[src/rtl/conv_inst_sequencer_pkg.sv]
// Shared constants for the convolution instruction sequencer.
// Covers the instruction-word bit positions, the idle word and the FSM state type.
package conv_inst_sequencer_pkg;

    localparam int unsigned KSize = 3;
    localparam int unsigned AddrW = 11;
    localparam int unsigned CntW  = 16;

    localparam int unsigned BitSfuPass = 34;
    localparam int unsigned BitAcc     = 33;
    localparam int unsigned BitCenPmem = 32;
    localparam int unsigned BitWenPmem = 31;
    localparam int unsigned BitAPmemLo = 20;
    localparam int unsigned BitCenXmem = 19;
    localparam int unsigned BitAXmemLo = 7;
    localparam int unsigned BitOfifoRd = 6;
    localparam int unsigned BitL0Rd    = 3;
    localparam int unsigned BitL0Wr    = 2;
    localparam int unsigned BitExecute = 1;
    localparam int unsigned BitLoad    = 0;

    // Both memories disabled, xmem in read mode; every other field inactive.
    localparam logic [63:0] DefaultInst = 64'h0000_0001_000C_0000;

    typedef enum logic [3:0] {
        StIdle,
        StWaitW,
        StWL0,
        StWLoad,
        StGap,
        StExec,
        StDrain,
        StNext,
        StDone
    } state_e;

endpackage

[src/rtl/conv_inst_sequencer_onij_mapper.sv]
// Maps the input pixel being drained to its output-pixel PSUM address for the current kernel tap.
// Holds the pixel (nx, ny) and tap (kx, ky) counters; the parent decides when they step.
module conv_inst_sequencer_onij_mapper
    import conv_inst_sequencer_pkg::*;
#(
    parameter int unsigned in_w  = 6,
    parameter int unsigned out_w = 4
) (
    input  logic             clk,
    input  logic             reset,
    input  logic             clear_nij,
    input  logic             step_nij,
    input  logic             clear_k,
    input  logic             step_k,
    output logic [AddrW-1:0] onij,
    output logic             onij_valid
);

    localparam int unsigned CW = $clog2(in_w);

    logic [CW-1:0] nx;
    logic [CW-1:0] ny;
    logic [1:0]    kx;
    logic [1:0]    ky;
    logic [CW-1:0] dx;
    logic [CW-1:0] dy;
    logic          vx;
    logic          vy;

    always_ff @(posedge clk) begin
        if (reset || clear_nij) begin
            nx <= '0;
            ny <= '0;
        end else if (step_nij) begin
            if (nx == CW'(in_w - 1)) begin
                nx <= '0;
                ny <= (ny == CW'(in_w - 1)) ? '0 : ny + 1'b1;
            end else begin
                nx <= nx + 1'b1;
            end
        end
    end

    // kij is tracked as (kx, ky) so no divide-by-3 is ever needed.
    always_ff @(posedge clk) begin
        if (reset || clear_k) begin
            kx <= '0;
            ky <= '0;
        end else if (step_k) begin
            if (kx == 2'(KSize - 1)) begin
                kx <= '0;
                ky <= (ky == 2'(KSize - 1)) ? '0 : ky + 1'b1;
            end else begin
                kx <= kx + 1'b1;
            end
        end
    end

    always_comb begin
        dx         = nx - CW'(kx);
        dy         = ny - CW'(ky);
        vx         = (nx >= CW'(kx)) && (dx < CW'(out_w));
        vy         = (ny >= CW'(ky)) && (dy < CW'(out_w));
        onij_valid = vx && vy;
        onij       = '0;
        if (onij_valid) begin
            onij = AddrW'(dx) + AddrW'(dy) * AddrW'(out_w);
        end
    end

endmodule

[src/rtl/conv_inst_sequencer.sv]
// Generates the core instruction word for a full 3x3 convolution tile (nine kij passes).
// Each pass: weights to L0, load PEs, gap, execute activations, drain OFIFO into PSUM SRAM.
module conv_inst_sequencer
    import conv_inst_sequencer_pkg::*;
#(
    parameter int unsigned row           = 8,
    parameter int unsigned col           = 8,
    parameter int unsigned len_nij       = 36,
    parameter int unsigned in_w          = 6,
    parameter int unsigned out_w         = 4,
    parameter int unsigned w_base        = 1024,
    parameter int unsigned gap_cycles    = 10,
    parameter int unsigned drain_timeout = 64
) (
    input  logic        clk,
    input  logic        reset,
    input  logic        start,
    input  logic        w_ready,
    input  logic        ofifo_valid,
    output logic [63:0] inst,
    output logic [3:0]  kij_cur,
    output logic        busy,
    output logic        done,
    output logic        err_timeout
);

    state_e            state;
    logic [CntW-1:0]   cnt;
    logic [CntW-1:0]   nij;
    logic [CntW-1:0]   nij_next;
    logic [3:0]        kij;
    logic [63:0]       word;
    logic              rd_fire;
    logic              drained;
    logic              start_acc;
    logic [AddrW-1:0]  onij;
    logic              onij_valid;

    assign kij_cur   = kij;
    assign start_acc = (state == StIdle) && start;

    conv_inst_sequencer_onij_mapper #(
        .in_w  (in_w),
        .out_w (out_w)
    ) u_onij_mapper (
        .clk        (clk),
        .reset      (reset),
        .clear_nij  (start_acc || (state == StNext)),
        .step_nij   (rd_fire),
        .clear_k    (start_acc),
        .step_k     (state == StNext),
        .onij       (onij),
        .onij_valid (onij_valid)
    );

    always_comb begin
        rd_fire  = ((state == StExec) || (state == StDrain)) && ofifo_valid &&
                   (nij != CntW'(len_nij));
        nij_next = rd_fire ? nij + 1'b1 : nij;
        drained  = (nij_next == CntW'(len_nij));

        word = DefaultInst;
        unique case (state)
            StWL0: begin
                word[BitAXmemLo +: AddrW] = AddrW'(w_base + 32'(cnt));
                if (cnt < CntW'(col)) word[BitCenXmem] = 1'b0;
                if (cnt != '0)        word[BitL0Wr]    = 1'b1;
            end
            StWLoad: begin
                word[BitL0Rd] = 1'b1;
                if (cnt != '0) word[BitLoad] = 1'b1;
            end
            StExec: begin
                word[BitAXmemLo +: AddrW] = AddrW'(cnt);
                if (cnt < CntW'(len_nij)) word[BitCenXmem] = 1'b0;
                word[BitL0Wr] = 1'b1;
                word[BitL0Rd] = 1'b1;
                if (cnt != '0) word[BitExecute] = 1'b1;
            end
            default: ;
        endcase

        // Out-of-window pixels are still popped, but leave PSUM untouched.
        if (rd_fire) begin
            word[BitOfifoRd] = 1'b1;
            word[BitSfuPass] = (kij == 4'd0);
            word[BitAcc]     = (kij != 4'd0);
            if (onij_valid) begin
                word[BitCenPmem]              = 1'b0;
                word[BitWenPmem]              = 1'b1;
                word[BitAPmemLo +: AddrW]     = onij;
            end
        end
    end

    always_ff @(posedge clk) begin
        if (reset) begin
            state       <= StIdle;
            cnt         <= '0;
            nij         <= '0;
            kij         <= '0;
            busy        <= 1'b0;
            done        <= 1'b0;
            err_timeout <= 1'b0;
            inst        <= DefaultInst;
        end else begin
            inst <= word;
            done <= 1'b0;
            nij  <= nij_next;
            unique case (state)
                StIdle: begin
                    if (start) begin
                        kij         <= '0;
                        nij         <= '0;
                        err_timeout <= 1'b0;
                        busy        <= 1'b1;
                        state       <= StWaitW;
                    end
                end
                StWaitW: begin
                    cnt <= '0;
                    if (w_ready) state <= StWL0;
                end
                StWL0: begin
                    if (cnt == CntW'(col)) begin
                        cnt   <= '0;
                        state <= StWLoad;
                    end else begin
                        cnt <= cnt + 1'b1;
                    end
                end
                StWLoad: begin
                    if (cnt == CntW'(col + row)) begin
                        cnt   <= '0;
                        state <= StGap;
                    end else begin
                        cnt <= cnt + 1'b1;
                    end
                end
                StGap: begin
                    if (cnt == CntW'(gap_cycles - 1)) begin
                        cnt   <= '0;
                        state <= StExec;
                    end else begin
                        cnt <= cnt + 1'b1;
                    end
                end
                StExec: begin
                    if (cnt == CntW'(len_nij)) begin
                        cnt   <= '0;
                        state <= StDrain;
                    end else begin
                        cnt <= cnt + 1'b1;
                    end
                end
                StDrain: begin
                    if (drained) begin
                        cnt   <= '0;
                        state <= StNext;
                    end else if (cnt == CntW'(drain_timeout - 1)) begin
                        cnt         <= '0;
                        err_timeout <= 1'b1;
                        state       <= StNext;
                    end else begin
                        cnt <= cnt + 1'b1;
                    end
                end
                StNext: begin
                    kij <= kij + 1'b1;
                    nij <= '0;
                    if (kij == 4'(KSize * KSize - 1)) begin
                        busy  <= 1'b0;
                        done  <= 1'b1;
                        state <= StDone;
                    end else begin
                        state <= StWaitW;
                    end
                end
                StDone: state <= StIdle;
                default: state <= StIdle;
            endcase
        end
    end

endmodule

[config.mk]
export PLATFORM = sky130hd
export DESIGN_NAME = conv_inst_sequencer
export DESIGN_NICKNAME = d
export VERILOG_FILES = /design/src/rtl/conv_inst_sequencer_pkg.sv /design/src/rtl/conv_inst_sequencer_onij_mapper.sv /design/src/rtl/conv_inst_sequencer.sv
export SDC_FILE = /design/constraint.sdc
export NUM_CORES = 1
export LEC_CHECK = 0
export ABC_AREA = 1
export CAP_MARGIN = 20
export CORE_MARGIN = 3
export CORE_UTILIZATION = 35
export DETAILED_ROUTE_END_ITERATION = 6
export GPL_ROUTABILITY_DRIVEN = 0
export HOLD_SLACK_MARGIN = 0.08
export SYNTH_ARGS = -nofsm -noshare
export SYNTH_HDL_FRONTEND = slang
export SYNTH_SLANG_ARGS = --single-unit
[constraint.sdc]
create_clock -name clk -period 4.7 [get_ports clk]
set_input_delay 0.47 -clock clk [delete_from_list [all_inputs] [get_ports clk]]
set_output_delay 0.47 -clock clk [all_outputs]
set_load 0.005 [all_outputs]
Yosys cells after proc, flatten, opt, wreduce, memory -nomap -nowiden

Cells that the tools add are included.

Register bits: 117
Logic and storage cells: 140

Add/sub/neg operators: 11
$lt $le $gt $ge: 6
Equal/unequal tests: 29
Mux-type cells: 43
Bitwise gates (word level): 5
Reductions and logical operators: 29

Operators by type and width:

| kind                                                                           | number |
|---|---|
| 16-bit two-way mux                                                             | 8 |
| 16-bit case mux with 6 select lines                                            | 1 |
| 16-bit by 6-bit equality test with 1-bit output (second input constant)        | 3 |
| 4-bit two-way mux                                                              | 10 |
| 16-bit by 1-bit adder with 16-bit output (second input constant)               | 2 |
| 16-bit by 4-bit equality test with 1-bit output (second input constant)        | 2 |
| 16-bit case mux with 2 select lines                                            | 1 |
| 4-bit case mux with 8 select lines                                             | 1 |
| 11-bit case mux with 2 select lines                                            | 1 |
| 16-bit by 5-bit equality test with 1-bit output (second input constant)        | 1 |
| 4-bit by 3-bit equality test with 1-bit output (second input constant)         | 4 |
| 16-bit by 4-bit less-than comparator with 1-bit output (second input constant) | 1 |
| 16-bit by 6-bit less-than comparator with 1-bit output (second input constant) | 1 |
| 16-bit by 6-bit != test with 1-bit output (second input constant)              | 1 |
| 16-bit nonzero test                                                            | 1 |
| 2-bit != test (second input constant)                                          | 7 |
| 13-bit two-way mux                                                             | 1 |
| 11-bit adder (first input constant)                                            | 1 |
| 1-bit two-way mux                                                              | 11 |
| 2-bit OR reduction                                                             | 5 |
| 4-bit by 2-bit equality test with 1-bit output (second input constant)         | 2 |
| 4-bit logical NOT                                                              | 2 |
| 1-bit case mux with 2 select lines                                             | 4 |
| 4-bit case mux with 2 select lines                                             | 1 |
| other kinds (26)                                                               | 51 |

Depth between registers and ports, before layout

Gate-level depths: netlist of the first run.

Depth after elaboration: 8
Depth in mapped cells: 19
Mapped depth without buffers: 18

Cells and area by module

Synthesis of the first run repeated with hierarchy kept, for this count alone.

Cells, all modules: 683
Area, all modules: 4,725.8 um2

By module, submodules not included:

| module                          | instances | cells each | area an instance (um2) | seq. area each (um2) |
|---|---|---|---|---|
| conv_inst_sequencer             | 1         | 575        | 4,003.8                | 1,501.4 |
| conv_inst_sequencer_onij_mapper | 1         | 108        | 721.9                  | 200.2 |

Worst setup path after synthesis of the first run

Ideal clock, no wire load.

Kind: reg-to-reg
Start point: register nij[0]
End point: register cnt[12]
Arrival time: 1,942 ps
Path slack: 2,618 ps
Cell stages (with the launch flop): 19
Period minus slack after synthesis: 2,082 ps
Cells stage by stage: dfxtp_1 -> inv_1 -> ha_1 -> nand3_1 -> nor2_2 -> nand2_4 -> nand2_8 -> buf_12 -> nand2_2 -> nand2_2 -> nor2_2 -> nand2_1 -> nor2_2 -> nand2_4 -> nand3_4 -> nand2_4 -> buf_12 -> nand2_4 -> a21oi_2

Word-level cells in the longest chain between the ends: 6

Ends and longest elaborated chain:

| what                                                                             | line                       | RTL |
|---|---|---|
| from (decl)                                                                      | conv_inst_sequencer.sv:29  | `logic [CntW-1:0] nij;` |
| from (signal assigned)                                                           | conv_inst_sequencer.sv:109 | `nij <= nij_next;` |
| branches (longest 2 deep; another with 16-bit by 1-bit adder with 16-bit output) | n/a                        |  |
| 16-bit two-way mux *                                                             | conv_inst_sequencer.sv:59  | `nij_next = rd_fire ? nij + 1'b1 : nij;` |
| 16-bit by 6-bit equality test with 1-bit output *                                | conv_inst_sequencer.sv:60  | `drained = (nij_next == CntW'(len_nij));` |
| 16-bit two-way mux *                                                             | conv_inst_sequencer.sv:157 | `if (drained) begin` |
| 16-bit case mux with 6 select lines *                                            | conv_inst_sequencer.sv:110 | `unique case (state)` |
| to (signal assigned)                                                             | conv_inst_sequencer.sv:129 | `cnt <= cnt + 1'b1;` |
| to (signal assigned)                                                             | conv_inst_sequencer.sv:153 | `cnt <= cnt + 1'b1;` |
| to (signal assigned)                                                             | conv_inst_sequencer.sv:165 | `cnt <= cnt + 1'b1;` |
| to (decl)                                                                        | conv_inst_sequencer.sv:28  | `logic [CntW-1:0] cnt;` |

Every way passes the cells marked *.
A chain may end at the register's enable or synchronous reset.

Final worst setup path of the first run

Start point: register nij[0]
End point: register cnt[3]

Same word-level chain as after synthesis.

==> metrics.md, run 1 <==
| Metric | Value |
|---|---|
| Commonest cells post-synth | `136 x sky130_fd_sc_hd__nand2_1, 90 x sky130_fd_sc_hd__nor2_1, 80 x sky130_fd_sc_hd__dfxtp_1` |
| Type of the worst setup path | `reg -> reg` |
| Post-cts hold buffer count | `0` |
| Type of the most critical hold path | `reg -> reg` |
| CTS Sinks | `80` |
| Maximum fanout count along the critical path | `15` |
| Number of enable-type register cells in the synthesized netlist | `0` |
| Clock-pin transition on the worst setup and hold timing paths | `0.06 ns` |
| Unrepaired setup endpoints after global routing | `no` |
| Total power | `1.89 mW` |
| Count of antenna-violating nets left after detailed routing | `0` |
| Most area-hungry cell type in the Yosys netlist | `sky130_fd_sc_hd__dfxtp_1` |
| Worst reg-to-reg path cell count | `17` |
| Placed Instances | `840` |
| Top Ports | `76` |
| Last element of the critical path | `cnt[3]$_SDFFE_PP0P_` |
| Remaining routing DRC violations | `0` |
| Primary FF master, synth | `sky130_fd_sc_hd__dfxtp_1` |
| Vias in the first global route | `3764` |
| Leading cell types by total area after synthesis | `sky130_fd_sc_hd__dfxtp_1 35%, sky130_fd_sc_hd__nand2_1 11%, sky130_fd_sc_hd__nor2_1 7.3%, sky130_fd_sc_hd__buf_4 6.2%, sky130_fd_sc_hd__inv_1 5.8%` |
| Total congestion overflow after global routing | `0` |
| Core utilization of the finished layout | `around 41%` |
| CP cell instances | `inv_1 -> ha_1 -> nand2_1 -> inv_1 -> nand2_1 -> nor2_1 -> a21oi_2 -> nand2_1 -> nand2_2 -> nor2_2 -> nand2_1 -> nor2_2 -> nand2_4 -> nand3_4 -> nand2_4 -> nand2_1 -> a21oi_1` |
| Per-instance average area after synthesis | `about 7.2 µm²` |
| Count of mapped cells out of synthesis | `641` |
| Tmin final | `2.60 ns` |
| Number of different library cells in the post-synthesis netlist | `42` |
| Setup TNS | `0 ns` |
| Crit-path most repeated cell | `sky130_fd_sc_hd__nand2_1` |
| Count of input and output buffers | `38` |
| Cell class contributing the biggest share of worst-path delay | `simple AND/OR/NAND/NOR gates` |
| Share of Yosys cell area claimed by the top area cell type | `34.6%` |
| Worst reg2reg endpoint | `cnt[3]$_SDFFE_PP0P_` |
| Clock latency on the worst-skew pair | `approximately 0.34 ns` |
| Post-detail-place hpwl | `7.48 mm` |
| Total setup buffers inserted after CTS | `0` |
| Most used standard cell by instance count after synthesis | `sky130_fd_sc_hd__nand2_1` |
| Worst-case setup slack after placement | `1.83 ns` |
| CTS Buf Count | `9` |
| Area growth from synthesis to final layout | `14.5%` |
| Global-route wire length before repair | `16.9 mm` |
| Pin count of the biggest net entering global routing | `24` |
| Register bit total from synthesis | `80` |
| Number of antenna violations at the first check in global routing | `0` |
| Maximum clock frequency | `385 MHz` |
| Transition time at the pin with the least slew margin | `1.08 ns` |
| Detailed-routing iteration count for the pre-antenna-repair pass | `5` |
| Total stage count of the critical path | `17` |
| Area of the die | `approximately 15000 µm²` |
| Buffers and inverters on the worst path | `2` |
| Total of max-cap violations | `0` |
| Maximum cell stage delay along the critical path | `0.44 ns` |
| Maximum vdd drop | `between 0.0002 and 0.00025 V` |
| Die height | `about 120 µm` |
| Number of nets at the end of the flow | `699` |
| Clock Tree Buf Depth | `2` |
| CTS tree | `built` |
| Type of origin of the critical path | `flop` |
| Worst path setup slack after routing | `2.10 ns` |
| Clock root buffer | `sky130_fd_sc_hd__clkbuf_16` |
| Non-filler cells, final | `855` |
| Final-report max-slew violation count | `0` |
| Period utilisation layout | `between 50% and 60%` |
| Hold violation count in the final report | `0` |
| Overall via count from detail_route | `roughly 3900` |
| Reg2Reg Setup Slack | `2.10 ns` |
| Synth warnings | `0` |
| Routed length per instance | `11.4 µm` |
| Width of the die | `121 µm` |
| Critical path startpoint | `nij[0]$_SDFF_PP0_` |
| Total setup violations reported at the end of the flow | `0` |
| Share of synthesized registers carrying an async set or reset | `0%` |
| Required time of the worst setup path | `about 5.0 ns` |
| Via density | `~4.6` |
| Initial drt markers | `192` |
| Startpoint of the lowest-slack register-to-register path | `nij[0]$_SDFF_PP0_` |
| Slew Limit Headroom | `between 20 and 30%` |
| Synth Cell Area | `4630 µm²` |
| Area of the core | `around 13000 µm²` |
| Starting density of the core | `36.2%` |
| Type of destination of the critical path | `flop` |
| Standard-cell row count | `41` |
| Cell Pwr Density | `357 nW/µm²` |
| Wire length after detailed routing | `9.78 mm` |
| Master of the slowest instance on the critical path | `sky130_fd_sc_hd__a21oi_2` |
| Maximum clock skew at final layout | `0.00802 ns` |
| GRT Resource Usage Total | `14.0%` |
| Level count of the clock H-tree | `3` |
| Leakage power total | `2.23 nW` |
| Post-CTS resize count | `0` |
| Arrival @ worst endpoint | `approximately 2.9 ns` |
| Fraction of the yosys area taken by sequential cells | `34.6%` |
| Ant diodes | `0` |
| Status | `completed` |
| Fraction of layout instances using a drive strength above 1 | `10.4%` |
## cell type report
| type | count | area [µm²] |
|---|---|---|
| Clock buffer | 10 | 229 |
| Clock inverter | 5 | 58.8 |
| Fill cell | 1331 | 7470 |
| Inverter | 78 | 298 |
| Multi-Input combinational cell | 471 | 2510 |
| Sequential cell | 80 | 1600 |
| Tap cell | 172 | 215 |
| Timing Repair Buffer | 39 | 388 |
## layout by cell type, fill, tap and decap left out, types with 2 or more instances in the layout
master,count
sky130_fd_sc_hd__nor2_1,90
sky130_fd_sc_hd__ha_1,13
sky130_fd_sc_hd__fa_1,2
sky130_fd_sc_hd__nand2_4,13
sky130_fd_sc_hd__nand3_1,39
sky130_fd_sc_hd__a211oi_1,2
sky130_fd_sc_hd__inv_1,72
sky130_fd_sc_hd__clkinvlp_4,2
sky130_fd_sc_hd__nand4_1,11
sky130_fd_sc_hd__nand3_2,2
sky130_fd_sc_hd__dfxtp_1,80
sky130_fd_sc_hd__xnor2_1,7
sky130_fd_sc_hd__a21oi_2,10
sky130_fd_sc_hd__o21ai_0,12
sky130_fd_sc_hd__xor2_1,15
sky130_fd_sc_hd__nor3_1,9
sky130_fd_sc_hd__nand2_1,136
sky130_fd_sc_hd__nor4_1,4
sky130_fd_sc_hd__nand2_2,11
sky130_fd_sc_hd__clkbuf_16,9
sky130_fd_sc_hd__o31ai_1,2
sky130_fd_sc_hd__a21oi_1,30
sky130_fd_sc_hd__clkdlybuf4s50_1,38
sky130_fd_sc_hd__conb_1,38
sky130_fd_sc_hd__inv_2,2
sky130_fd_sc_hd__nor2_4,2
sky130_fd_sc_hd__clkinv_4,2
sky130_fd_sc_hd__nor2_2,10
sky130_fd_sc_hd__clkinv_1,3
sky130_fd_sc_hd__o211ai_1,2
sky130_fd_sc_hd__nor3_2,2
## logic make-up (layout without fill, tap and decap cells)
kind of cell / count (synthesis) / count (layout) / synth area share, %
flops: 80 / 80 / 34.6
buf+inv: 126 / 132 / 14.2
xor+xnor: 22 / 22 / 4.16
fa+ha+maj: 15 / 15 / 4.38
compound gates: 64 / 64 / 8.44
other cells: 2 / 38 / 0.162
simple gates: 332 / 332 / 34.1
## per-stage QoR
stage / hold WS, ns / area (µm²)
2_1_floorplan: 0.454 / 4760
3_3_place_gp: 0.460 / 5010
3_5_place_dp: 0.466 / 5010
4_1_cts: 0.474 / 5300
5_1_grt: 0.480 / 5300
6_report: 0.466 / 5300
## registers in the layout, indices dropped and copies added (netlist names)
register / cells
err_timeout: 1
u_onij_mapper.nx: 3
busy: 1
kij_cur: 4
u_onij_mapper.ny: 3
u_onij_mapper.kx: 2
done: 1
state: 4
cnt: 16
u_onij_mapper.ky: 2
nij: 16
inst: 27
## worst min-delay path, cell delays in order, from the launching register on
cell	delay [ns]
sky130_fd_sc_hd__dfxtp_1	0.31
sky130_fd_sc_hd__nand2_1	0.06
sky130_fd_sc_hd__a21oi_1	0.05
## where the power goes
part | switching (mW) | internal (mW)
clock | 0.266 | 0.408
combinational | 0.338 | 0.141
sequential | 0.0251 | 0.712
total | 0.629 | 1.26
## layer usage
metal,vias to the layer above,global-route usage (%),share of wire [%]
met3,13,4.24,5.3
li1,2028,-,-
met4,0,3.54,1.6
met2,85,23.2,47
met5,-,0,0
met1,1807,17.8,46
## how the worst min path moves through the flow
stage	from	endpoint	slack, ns	cells past startpoint
CTS	err_timeout$_SDFFE_PP0P_	err_timeout$_SDFFE_PP0P_	0.47	2
detailed placement	err_timeout$_SDFFE_PP0P_	err_timeout$_SDFFE_PP0P_	0.47	2
finish	err_timeout$_SDFFE_PP0P_	err_timeout$_SDFFE_PP0P_	0.47	2
floorplan	u_onij_mapper.nx[0]$_SDFFE_PP0N_	u_onij_mapper.nx[0]$_SDFFE_PP0N_	0.45	2
global route	err_timeout$_SDFFE_PP0P_	err_timeout$_SDFFE_PP0P_	0.48	2
global placement	err_timeout$_SDFFE_PP0P_	err_timeout$_SDFFE_PP0P_	0.46	2
(Power assumes the default switching activity.)
==> run 2, diff against run 1 <==
clock period = 2.1 ns   (was 4.7 ns; I/O delays follow)
==> run 2 against run 1 <==
Against the previous run: the run now ends with negative setup slack left; clock-buffer cell count decreased by 1; total power rose by 150%; sequential cell count is the same; sequential share of layout area is 3.2 points lower; critical endpoint is now cnt[11]$_SDFFE_PP0P_; core utilization grew 5.5 points; combinational power rose to 2.9 times the previous value; global-route usage rose by 2.0 points; sequential power up 120%; setup slack got worse by 2.2 ns; largest power group unchanged.
==> metrics.md, run 2 (same netlist as run 1, synthesis figures left out) <==
| Metric | Value |
|---|---|
| Total congestion overflow after global routing | `0` |
| Type of the most critical hold path | `reg -> reg` |
| CP cell instances | `buf_4 -> nand2_2 -> nor2_4 -> buf_6 -> nand3_1 -> nand2_1 -> nand2_1 -> nand2_1 -> nand2_1 -> nor2_1 -> nand2_1 -> nor2_4 -> nand2_4 -> nand3_4 -> buf_12 -> nand2_8 -> nand2_4 -> a21oi_2` |
| Top Ports | `76` |
| Violations in the final reports | `negative setup slack` |
| Final non-filler cell area | `6010 µm²` |
| Clock Tree Buf Depth | `2` |
| Cell class contributing the biggest share of worst-path delay | `simple AND/OR/NAND/NOR gates` |
| Post-cts hold buffer count | `0` |
| Number of cells traversed by the worst hold path | `2` |
| Final-layout worst hold slack | `0.482 ns` |
| Wire length after detailed routing | `11.0 mm` |
| Area of the multi-input gates | `2760 µm²` |
| Remaining routing DRC violations | `0` |
| Tmin final | `2.16 ns` |
| Area of the core | `between 10000 and 15000 µm²` |
| Layout fillers | `1247` |
| Via density | `4.56` |
| Top Registers | `inst (27), cnt (16), nij (16)` |
| Cell Pwr Density | `777 nW/µm²` |
| Clock-pin transition on the worst setup and hold timing paths | `~0.060 ns` |
| Count of antenna-violating nets left after detailed routing | `0` |
| Maximum fanout count along the critical path | `7` |
| Area after detailed placement | `between 5000 and 6000 µm²` |
| Pin count of the biggest net entering global routing | `17` |
| Clock latency on the worst-skew pair | `~0.34 ns` |
| Arrival @ worst endpoint | `approximately 2.4 ns` |
| Area growth from synthesis to final layout | `29.9%` |
| Area of the die | `14600 µm²` |
| Most used cells in the layout excluding fill and tap cells | `113 x sky130_fd_sc_hd__nand2_1, 79 x sky130_fd_sc_hd__nor2_1, 69 x sky130_fd_sc_hd__inv_1` |
| Ant diodes | `0` |
| Worst path setup slack after routing | `-0.0571 ns` |
| GRT Resource Usage Total | `16.0%` |
| Master of the slowest instance on the critical path | `sky130_fd_sc_hd__dfxtp_4` |
| CTS tree | `built` |
| Total power | `4.67 mW` |
| Number of nets at the end of the flow | `around 750` |
| Maximum clock frequency | `between 400 and 500 MHz` |
| Most flop-heavy register | `inst` |
| Worst reg-to-reg path cell count | `18` |
| Most common library cell in the layout ignoring fill and taps | `sky130_fd_sc_hd__nand2_1` |
| Status | `complete, but fails checks` |
| Routed length per instance | `roughly 12 µm` |
| Maximum vdd drop | `0.000513 V` |
| Core utilization of the finished layout | `47.0%` |
| Overall via count from detail_route | `4144` |
| Initial drt markers | `202` |
| Width of the die | `around 120 µm` |
| Number of flip-flops under the largest register name | `27` |
| Post-detail-place hpwl | `8.10 mm` |
| Period utilisation layout | `103%` |
| Maximum cell stage delay along the critical path | `0.38 ns` |
| Starting density of the core | `36.2%` |
| Level count of the clock H-tree | `3` |
| Total of max-cap violations | `0` |
| Final-report max-slew violation count | `0` |
| CTS Buf Count | `9` |
| Unrepaired setup endpoints after global routing | `yes` |
| Buffers and inverters on the worst path | `3` |
| Detailed-routing iteration count for the pre-antenna-repair pass | `5` |
| Die height | `121 µm` |
| Total setup violations reported at the end of the flow | `15` |
| Type of destination of the critical path | `flop` |
| Number of antenna violations at the first check in global routing | `0` |
| Type of origin of the critical path | `flop` |
| Required time of the worst setup path | `2.33 ns` |
| Type of the worst setup path | `reg -> reg` |
| CTS Sinks | `80` |
| Total stage count of the critical path | `18` |
| Global-route wire length before repair | `19.0 mm` |
| Maximum clock skew at final layout | `0.00804 ns` |
| Vias in the first global route | `about 4200` |
| Count of input and output buffers | `38` |
| Hold violation count in the final report | `0` |
| Clock root buffer | `sky130_fd_sc_hd__clkbuf_16` |
| Standard-cell row count | `41` |
| Fraction of layout instances using a drive strength above 1 | `~25%` |
| Crit-path most repeated cell | `sky130_fd_sc_hd__nand2_1` |
| Leakage power total | `2.59 nW` |
| Register area | `1620 µm²` |
[run 2: metrics by stage]
stage	worst slack, ns	std cells	TNS [ns]
after floorplan	0.0180	677	0
after global placement	-0.154	888	-1.98
after detailed placement	-0.223	888	-2.89
after CTS	0.00103	906	0
after global routing	-0.200	909	-3.74
final	-0.0571	909	-0.689
[run 2: metal layers]
metal  wire length (µm)  track usage [%]  vias up  part of all wire (%)
li1                   -                -     2137                     -
met1               5010             19.8     1909                    45
met5                  0                0        -                     0
met4                214             5.81        0                   1.9
met3                429             3.22       18                   3.9
met2               5350             27.4       80                    49
[run 2: power breakdown]
group | total, mW | switching [mW] | leakage [nW] | internal, mW
combinational | 1.37 | 0.888 | 1.78 | 0.480
clock | 1.65 | 0.699 | 0.154 | 0.950
sequential | 1.65 | 0.0591 | 0.653 | 1.59
total | 4.67 | 1.65 | 2.59 | 3.02
[run 2: final cells by class]
class	instances	area share (%)
clock buffer	9	3.75
clock inverter	7	1.46
inverter	78	5.10
multi-input combinational	473	45.9
sequential	80	27.0
tap	172	3.58
timing repair buffer	90	13.2
[run 2: worst paths after layout]
path                                 start  slack [ns]                        to
hold / removal    err_timeout$_SDFFE_PP0P_        0.48  err_timeout$_SDFFE_PP0P_
hold reg to reg   err_timeout$_SDFFE_PP0P_        0.48  err_timeout$_SDFFE_PP0P_
setup reg to reg         nij[1]$_SDFF_PP0_       -0.06      cnt[11]$_SDFFE_PP0P_
setup / recovery         nij[1]$_SDFF_PP0_       -0.06      cnt[11]$_SDFFE_PP0P_
[run 2: worst register-to-register path, stage by stage, from the launching register on]
cell	delay, ns
sky130_fd_sc_hd__dfxtp_4	0.38
sky130_fd_sc_hd__buf_4	0.13
sky130_fd_sc_hd__nand2_2	0.06
sky130_fd_sc_hd__nor2_4	0.18
sky130_fd_sc_hd__buf_6	0.13
sky130_fd_sc_hd__nand3_1	0.07
sky130_fd_sc_hd__nand2_1	0.06
sky130_fd_sc_hd__nand2_1	0.04
sky130_fd_sc_hd__nand2_1	0.07
sky130_fd_sc_hd__nand2_1	0.05
sky130_fd_sc_hd__nor2_1	0.09
sky130_fd_sc_hd__nand2_1	0.09
sky130_fd_sc_hd__nor2_4	0.15
sky130_fd_sc_hd__nand2_4	0.07
sky130_fd_sc_hd__nand3_4	0.09
sky130_fd_sc_hd__buf_12	0.14
sky130_fd_sc_hd__nand2_8	0.11
sky130_fd_sc_hd__nand2_4	0.10
sky130_fd_sc_hd__a21oi_2	0.04
[run 2: repair_timing]
item,4_1_cts,5_1_grt
pin swaps,15,27
setup endpoints to repair,20,26
gates resized for setup,39,45
buffers inserted,0,3
gates cloned,2,0
==> run 3, diff against run 2 <==
MAX_ROUTING_LAYER = met4   (was default)
==> run 3 against run 2 <==
Against the previous run: the flow still finishes with violations (negative setup slack); worst hold slack is essentially flat; design area did not move; maximum frequency rose by 0.16%; critical endpoint unchanged; highest routed layer unchanged.
==> metrics.md, run 3 (same netlist as run 1, synthesis figures left out) <==
| Metric | Value |
|---|---|
| Via density | `4.58` |
| Width of the die | `121 µm` |
| GRT Resource Usage Total | `16.4%` |
| Type of the worst setup path | `reg -> reg` |
| Most common library cell in the layout ignoring fill and taps | `sky130_fd_sc_hd__nand2_1` |
| Arrival @ worst endpoint | `roughly 2.4 ns` |
| Type of destination of the critical path | `flop` |
| Die height | `121 µm` |
| Number of nets at the end of the flow | `752` |
| Type of origin of the critical path | `flop` |
| Wire length after detailed routing | `11.0 mm` |
| Period utilisation layout | `103%` |
| Starting density of the core | `36.2%` |
| Top Registers | `inst (27), cnt (16), nij (16)` |
| Ant diodes | `0` |
| Worst path setup slack after routing | `-0.0537 ns` |
| Clock latency on the worst-skew pair | `0.34 ns` |
| Area of the core | `12800 µm²` |
| Clock-pin transition on the worst setup and hold timing paths | `~0.060 ns` |
| Overall via count from detail_route | `4161` |
| Maximum fanout count along the critical path | `7` |
| Remaining routing DRC violations | `0` |
| Detailed-routing iteration count for the pre-antenna-repair pass | `4` |
| Placed Instances | `888` |
| Worst reg2reg endpoint | `cnt[11]$_SDFFE_PP0P_` |
| Maximum clock skew at final layout | `~0.0070 ns` |
| Cell Pwr Density | `777 nW/µm²` |
| Standard-cell row count | `41` |
| Most used cells in the layout excluding fill and tap cells | `113 x sky130_fd_sc_hd__nand2_1, 79 x sky130_fd_sc_hd__nor2_1, 69 x sky130_fd_sc_hd__inv_1` |
| CTS Sinks | `80` |
| Post-detail-place hpwl | `8.10 mm` |
| Global-route wire length before repair | `19.0 mm` |
| Required time of the worst setup path | `2.33 ns` |
| Area of the die | `roughly 15000 µm²` |
| Violations in the final reports | `negative setup slack` |
| Startpoint of the lowest-slack register-to-register path | `nij[1]$_SDFF_PP0_` |
| Number of antenna violations at the first check in global routing | `0` |
| Final-report max-slew violation count | `0` |
| Number of flip-flops under the largest register name | `27` |
| Most flop-heavy register | `inst` |
| Status | `complete, but fails checks` |
| Non-filler cells, final | `909` |
| Vias in the first global route | `4170` |
| Last element of the critical path | `cnt[11]$_SDFFE_PP0P_` |
| Number of cells traversed by the worst hold path | `2` |
| Final-layout worst hold slack | `0.482 ns` |
| CTS tree | `built` |
| Unrepaired setup endpoints after global routing | `yes` |
| Worst reg-to-reg path cell count | `18` |
| Total of max-cap violations | `0` |
| CTS Buf Count | `9` |
| Clock Tree Buf Depth | `2` |
| Maximum vdd drop | `between 0.0005 and 0.0006 V` |
| Reg2Reg Setup Slack | `-0.05 ns` |
| Routed length per instance | `12.1 µm` |
| Critical path startpoint | `nij[1]$_SDFF_PP0_` |
| Hold violation count in the final report | `0` |
| Fraction of layout instances using a drive strength above 1 | `25.1%` |
| Tmin final | `2.15 ns` |
| Total congestion overflow after global routing | `0` |
| Area growth from synthesis to final layout | `29.9%` |
| Post-cts hold buffer count | `0` |
| Maximum clock frequency | `464 MHz` |
| Top Ports | `76` |
| Initial drt markers | `205` |
| Leakage power total | `2.59 nW` |
| Clock root buffer | `sky130_fd_sc_hd__clkbuf_16` |
| Count of antenna-violating nets left after detailed routing | `0` |
| Pin count of the biggest net entering global routing | `17` |
| Type of the most critical hold path | `reg -> reg` |
| Total setup violations reported at the end of the flow | `15` |
| Count of input and output buffers | `38` |
| Level count of the clock H-tree | `3` |
run 3: metrics by stage:
step / setup slack (ns) / utilization (%) / area, µm² / total power, mW / setup TNS [ns]
final: -0.0537 / 47.0 / 6010 / 4.67 / -0.653
after global routing: -0.200 / 47.0 / 6010 / 4.95 / -3.74
after CTS: 0.00103 / 45.6 / 5830 / 4.65 / 0
after global placement: -0.154 / 42.0 / 5370 / 2.85 / -1.98
after detailed placement: -0.223 / 42.0 / 5370 / 2.87 / -2.89
after floorplan: 0.0180 / - / 4760 / 2.59 / 0
run 3: final cells by class:
cell class | count | area (µm²)
Clock inverter | 7 | 87.6
Sequential cell | 80 | 1620
Tap cell | 172 | 215
Fill cell | 1247 | 6770
Timing Repair Buffer | 90 | 795
Inverter | 78 | 307
Multi-Input combinational cell | 473 | 2760
Clock buffer | 9 | 225
run 3: worst min path at each step:
stage	startpoint	endpoint	slack [ns]
final	err_timeout$_SDFFE_PP0P_	err_timeout$_SDFFE_PP0P_	0.48
after global routing	u_onij_mapper.nx[0]$_SDFFE_PP0N_	u_onij_mapper.nx[0]$_SDFFE_PP0N_	0.50
after CTS	err_timeout$_SDFFE_PP0P_	err_timeout$_SDFFE_PP0P_	0.49
after detailed placement	err_timeout$_SDFFE_PP0P_	err_timeout$_SDFFE_PP0P_	0.48
after global placement	cnt[1]$_SDFFE_PP0P_	cnt[1]$_SDFFE_PP0P_	0.47
after floorplan	reset	inst[6]$_SDFF_PP0_	0.30
run 3: what timing repair did:
item	4_1_cts	5_1_grt
setup buffers	0	3
gates resized for setup	39	45
setup endpoints to repair	20	26
pin swaps	15	27
endpoints found under the hold margin	0	0
cloned	2	0
run 3: routing by layer:
metal	global-route usage [%]	wire length, µm
met2	27.4	5320
met4	5.81	216
met3	3.17	400
met5	-	0
met1	19.9	5040
run 3: critical path, stage by stage, from the launching register on:
cell and delay (ns):
sky130_fd_sc_hd__dfxtp_4 0.38, sky130_fd_sc_hd__buf_4 0.13, sky130_fd_sc_hd__nand2_2 0.06, sky130_fd_sc_hd__nor2_4 0.18
sky130_fd_sc_hd__buf_6 0.12, sky130_fd_sc_hd__nand3_1 0.07, sky130_fd_sc_hd__nand2_1 0.06, sky130_fd_sc_hd__nand2_1 0.04
sky130_fd_sc_hd__nand2_1 0.07, sky130_fd_sc_hd__nand2_1 0.05, sky130_fd_sc_hd__nor2_1 0.09, sky130_fd_sc_hd__nand2_1 0.09
sky130_fd_sc_hd__nor2_4 0.15, sky130_fd_sc_hd__nand2_4 0.07, sky130_fd_sc_hd__nand3_4 0.08, sky130_fd_sc_hd__buf_12 0.14
sky130_fd_sc_hd__nand2_8 0.11, sky130_fd_sc_hd__nand2_4 0.10, sky130_fd_sc_hd__a21oi_2 0.04
run 3: power by group:
part | switching (mW) | total, mW | internal (mW) | leakage [nW]
logic | 0.889 | 1.37 | 0.480 | 1.78
registers | 0.0591 | 1.65 | 1.59 | 0.653
clock network | 0.699 | 1.65 | 0.951 | 0.154
